### config.mk
export PLATFORM = sky130hd
export DESIGN_NAME = sha3_bus_initiator
export DESIGN_NICKNAME = d
export VERILOG_FILES = /design/src/rtl/sha3_bus_pkg.sv /design/src/rtl/sha3_bus_initiator.sv
export SDC_FILE = /design/constraint.sdc
export NUM_CORES = 1
export LEC_CHECK = 0
export ABC_AREA = 1
export CORE_ASPECT_RATIO = 1.75
export CORE_MARGIN = 2
export CORE_UTILIZATION = 35
export CTS_BUF_LIST = sky130_fd_sc_hd__clkbuf_8
export CTS_CLUSTER_DIAMETER = 80
export DETAILED_ROUTE_END_ITERATION = 12
export PLACE_DENSITY = 0.69
export SLEW_MARGIN = 5
export SYNTH_ARGS = -nofsm -noshare
export SYNTH_HDL_FRONTEND = slang
export SYNTH_SLANG_ARGS = --single-unit
export TNS_END_PERCENT = 10
### constraint.sdc
create_clock -name clk -period 6.9 [get_ports clk]
set_clock_uncertainty 0.1 [all_clocks]
set_input_delay 1.38 -clock clk [delete_from_list [all_inputs] [get_ports clk]]
set_output_delay 1.38 -clock clk [all_outputs]
set_load 0.01 [all_outputs]
### src/rtl/sha3_bus_pkg.sv
// Shared state encoding and bus constants for the SHA3 bus initiator.
package sha3_bus_pkg;

    typedef enum logic [2:0] {
        ST_IDLE    = 3'd0,
        ST_WR_REQ  = 3'd1,
        ST_WR_ACK  = 3'd2,
        ST_RD_REQ  = 3'd3,
        ST_RD_ACK  = 3'd4,
        ST_DIG_OUT = 3'd5
    } state_t;

    localparam logic [3:0] WSTRB_WRITE          = 4'hF;
    localparam logic [3:0] WSTRB_READ           = 4'h0;
    localparam int         DIGEST_WORDS_DEFAULT = 17;

endpackage

### src/rtl/sha3_bus_initiator.sv
// SHA3 slave-port initiator: writes each message word, then reads DIGEST_WORDS digest words back.
// Optional bus-ready timeout with sticky err is built when TIMEOUT_EN is defined.
module sha3_bus_initiator
    import sha3_bus_pkg::*;
#(
    parameter int BITS           = 32,
    parameter int DIGEST_WORDS   = DIGEST_WORDS_DEFAULT,
    parameter int TIMEOUT_CYCLES = 255
) (
    input  logic            clk,
    input  logic            reset,
    input  logic            msg_valid,
    input  logic [BITS-1:0] msg_data,
    input  logic            msg_last,
    output logic            msg_ready,
    output logic            valid,
    output logic [3:0]      wstrb,
    output logic [BITS-1:0] wdata,
    input  logic            ready,
    input  logic [BITS-1:0] rdata,
    output logic            dig_valid,
    output logic [BITS-1:0] dig_data,
    input  logic            dig_ready,
    output logic            busy,
    output logic            err,
    output logic [2:0]      dbg_state
);

    localparam int            CW      = (DIGEST_WORDS > 1) ? $clog2(DIGEST_WORDS) : 1;
    localparam logic [CW-1:0] LAST_RD = CW'(DIGEST_WORDS - 1);

    state_t          r_state;
    state_t          w_next;
    logic [BITS-1:0] r_word;
    logic [BITS-1:0] r_dig;
    logic            r_last;
    logic [CW-1:0]   r_rd_cnt;
    logic            w_idle_ready;
    logic            w_write;
    logic            w_req;
    logic            w_timeout;

    // RD_REQ is a quiet cycle so a read never starts right after the write/read ack.
    assign w_write = (r_state == ST_WR_REQ) || (r_state == ST_WR_ACK);
    assign w_req   = w_write || (r_state == ST_RD_ACK);

`ifdef TIMEOUT_EN
    localparam int TW = $clog2(TIMEOUT_CYCLES + 1);

    logic [TW-1:0] r_to_cnt;
    logic          r_err;

    assign w_timeout = w_req && !ready && (r_to_cnt == TW'(TIMEOUT_CYCLES - 1));
    assign err       = r_err;

    always_ff @(posedge clk or posedge reset) begin
        if (reset) begin
            r_to_cnt <= '0;
            r_err    <= 1'b0;
        end else begin
            if (w_req && !ready && !w_timeout) begin
                r_to_cnt <= r_to_cnt + 1'b1;
            end else begin
                r_to_cnt <= '0;
            end
            if (w_timeout) begin
                r_err <= 1'b1;
            end
        end
    end
`else
    logic w_unused_timeout;

    assign w_unused_timeout = (TIMEOUT_CYCLES > 0);
    assign w_timeout        = 1'b0;
    assign err              = 1'b0;
`endif

    always_comb begin
        w_next       = r_state;
        w_idle_ready = 1'b0;
        case (r_state)
            ST_IDLE: begin
                w_idle_ready = 1'b1;
                if (msg_valid) w_next = ST_WR_REQ;
            end
            ST_WR_REQ, ST_WR_ACK: begin
                if (ready) begin
                    w_next = r_last ? ST_RD_REQ : ST_IDLE;
                end else begin
                    w_next = ST_WR_ACK;
                end
            end
            ST_RD_REQ: w_next = ST_RD_ACK;
            ST_RD_ACK: begin
                if (ready) w_next = ST_DIG_OUT;
            end
            ST_DIG_OUT: begin
                if (dig_ready) w_next = (r_rd_cnt == LAST_RD) ? ST_IDLE : ST_RD_REQ;
            end
            default: w_next = ST_IDLE;
        endcase
        if (w_timeout) w_next = ST_IDLE;
    end

    always_ff @(posedge clk or posedge reset) begin
        if (reset) begin
            r_state  <= ST_IDLE;
            r_word   <= '0;
            r_last   <= 1'b0;
            r_rd_cnt <= '0;
            r_dig    <= '0;
        end else begin
            r_state <= w_next;
            if ((r_state == ST_IDLE) && msg_valid) begin
                r_word <= msg_data;
                r_last <= msg_last;
            end
            if ((r_state == ST_RD_ACK) && ready) begin
                r_dig <= rdata;
            end
            if (w_timeout || (w_write && ready)) begin
                r_rd_cnt <= '0;
            end else if ((r_state == ST_DIG_OUT) && dig_ready) begin
                r_rd_cnt <= (r_rd_cnt == LAST_RD) ? '0 : r_rd_cnt + 1'b1;
            end
        end
    end

    // msg_ready is gated by reset so every output reads 0 while reset is held.
    assign msg_ready = w_idle_ready && !reset;
    assign valid     = w_req;
    assign wstrb     = w_write ? WSTRB_WRITE : WSTRB_READ;
    assign wdata     = w_write ? r_word : '0;
    assign dig_valid = (r_state == ST_DIG_OUT);
    assign dig_data  = r_dig;
    assign busy      = (r_state != ST_IDLE);
    assign dbg_state = r_state;

endmodule

==> flow_summary.toml <==
[status]
status = "finished, final reports clean"

[synthesis]
synthTopCellsByCount = "inv_1, dfrtp_1, nor2_1, nand2_1, a21oi_1"
yosys_warnings = 0
synth_area_mm2 = 0.00328
yosysSeqAreaShare = 0.557
synth.distinct_cells = 22
synth.most_common_cell = "inv_1"
syn_nets = 471
synth_area_leaders = "dfrtp_1, inv_1, nor2_1, nand2_1, a21oi_1"
async_reset_ff_frac = 1.00
syn_avg_cell_area_um2 = 8.22
syn-instance-count = 399
synth_top_area_cell = "dfrtp_1"
synth_edf_count = 0
ys_seq_elements = 73
synth_top_area_share = 0.557
ys.flop_type = "dfrtp_1"

[setup_path]
regToRegEndpoint = "dig_data[3]"
critPathArrivalTime_ns = 2.46
crit_path_start_kind = "primary input"
reg2regPathDepth = 3
critPathRequiredTime_ns = 5.42
reg2reg_from = "dbg_state[1]"
path_max_fanout = 2
end_kind = "primary output"
crit_type = "primary input to primary output"
r2r_setup_slack_ns = 4.62

[floorplan]
coreArea_mm2 = 0.00909
core.rowCount = 46
start_util = 0.360
die_h_um = 132
die_area_mm2 = 0.0102
die_w_um = 77.2
ios = 146

[route]
vias_per_cell = 4.42
drt_iter0_drc = 129
wl_um = 8120
detail_route.first_pass.iterations = 4
wl_per_cell_um = 12.3
drtAntennaViolNets = 0
vias = 2912
drc = 0

[placement]
place.gp.congestion = 0.765
port-buffer-count = 144
hpwl_um = 5970

[clocking]
cts_tree = "done"
ctsHoldBuffers = 0
clkSinkCount = 73
clk-insertion-delay-late_ns = 0.34
postCtsSetupBuffers = 0
h-tree-depth = 3
cts_root_buf = "clkbuf_8"
clk_path_buf_depth = 2
path_clk_slew_ns = 0.07
cts_resized = 0
cts_made_buffers = 9

[power]
p_leak_nw = 2.49
p_per_area_mw_per_mm2 = 438
irDropWorstVdd_uv = 207

[min_path]
hold_start = "dig_data[31]"
min_path_type = "register to register"
hold_end = "dig_data[31]"
hold_depth = 2

[sta]
holdWs_ns = 0.385
relSlewSlack = 0.275
finalCritPeriodShare = 0.572
rsz0062_at_grt = "false"
slew_viol_final = 0
hold_viol = 0
fin_crit_ns = 3.94
fmax_ghz = 0.254
max_slew.worst_pin.slew_ns = 1.09
final-setup-viol-count = 0
tns_ns = 0

[global_route]
grt.overflow.total = 0
grt_max_degree = 74
grt_pass1_vias = 2894
grt_usage = 0.163
antenna_found_initial = 0
grt_pass1_wl_um = 13200

[cells_and_area]
syn2layout_area_growth_pct = 51.2
layout.nets = 606
drive_gt1_frac = 0.0445
num_antenna_cells = 0

[run]
cap_viol_max_count = 0
per-layer routing:
| metal | global-route usage | up-vias | wire length [µm] |
|---|---|---|---|
| met5 | 0 | - | 0 |
| met2 | 0.298 | 103 | 4390 |
| met3 | 0.0479 | 14 | 456 |
| met1 | 0.170 | 1332 | 3070 |
| li1 | - | 1463 | - |
| met4 | 0.0704 | 0 | 201 |
layout by cell type, fill, tap and decap left out, drive strengths merged:
cell type	n
clkdlybuf4s50	144
inv	86
dfrtp	73
nor2	71
nand2	56
o21ai	35
a21oi	34
nand3	15
clkbuf	9
nand4	4
ha	2
bufinv	2
clkinvlp	2
buf	2
xor2	1
xnor2	1
conb	1
clkinv	1
cell families (layout without fill, tap and decap cells):
logic type                 Yosys count  after routing  share of synthesized area
and+or+nand+nor                    146            146                      0.182
buffers and inverters              106            246                      0.139
DFF                                 73             73                      0.557
AOI/OAI and AO/OA                   69             69                      0.108
adders and majority gates            2              2                    0.00763
xor gates and xnor gates             2              2                    0.00534
other                                1              1                    0.00114
final cells by class:
class	count	area, µm²
Fill cell	884	4140
Sequential cell	73	1830
Timing Repair Buffer	146	1460
Multi-Input combinational cell	220	996
Inverter	84	315
Tap cell	120	150
Clock buffer	9	124
Clock inverter	7	87.6
worst max-delay path, stage by stage:
cell and delay [ns]:
clkdlybuf4s50_1 0.43, nor2_1 0.12, clkdlybuf4s50_1 0.54
sequential cells by signal, indices dropped and copies added, names as in the netlist:
signal	flops
dbg_state	3
dig_data	32
r_last	1
r_rd_cnt	5
r_word	32
power breakdown:
part / leakage (nW) / switching [mW] / internal [mW]
registers: 0.864 / 0.0895 / 0.614
clock network: 0.108 / 0.157 / 0.200
logic: 1.52 / 0.544 / 0.565
total: 2.49 / 0.790 / 1.38
how the worst max path moves through the flow:
stage,startpoint,end,slack (ns),depth (start not counted)
5_1_grt,dbg_state[2],wdata[2],2.85,6
3_5_place_dp,reset,msg_ready,2.95,3
3_3_place_gp,reset,msg_ready,2.95,3
2_1_floorplan,reset,dbg_state[0],3.57,1
4_1_cts,reset,msg_ready,2.95,3
6_report,reset,msg_ready,2.96,3
metrics by stage:
stage               cell area (µm²)  setup WS, ns   util  std cells  power, mW
floorplan                      3280          3.57      -        399       1.26
global placement               4740          2.95  0.522        643       1.80
detailed placement             4740          2.95  0.522        643       1.84
CTS                            4960          2.95  0.545        659       2.20
global route                   4960          2.85  0.545        659       2.33
finish                         4960          2.96  0.545        659       2.17
Power figures use the tool's default switching activity.
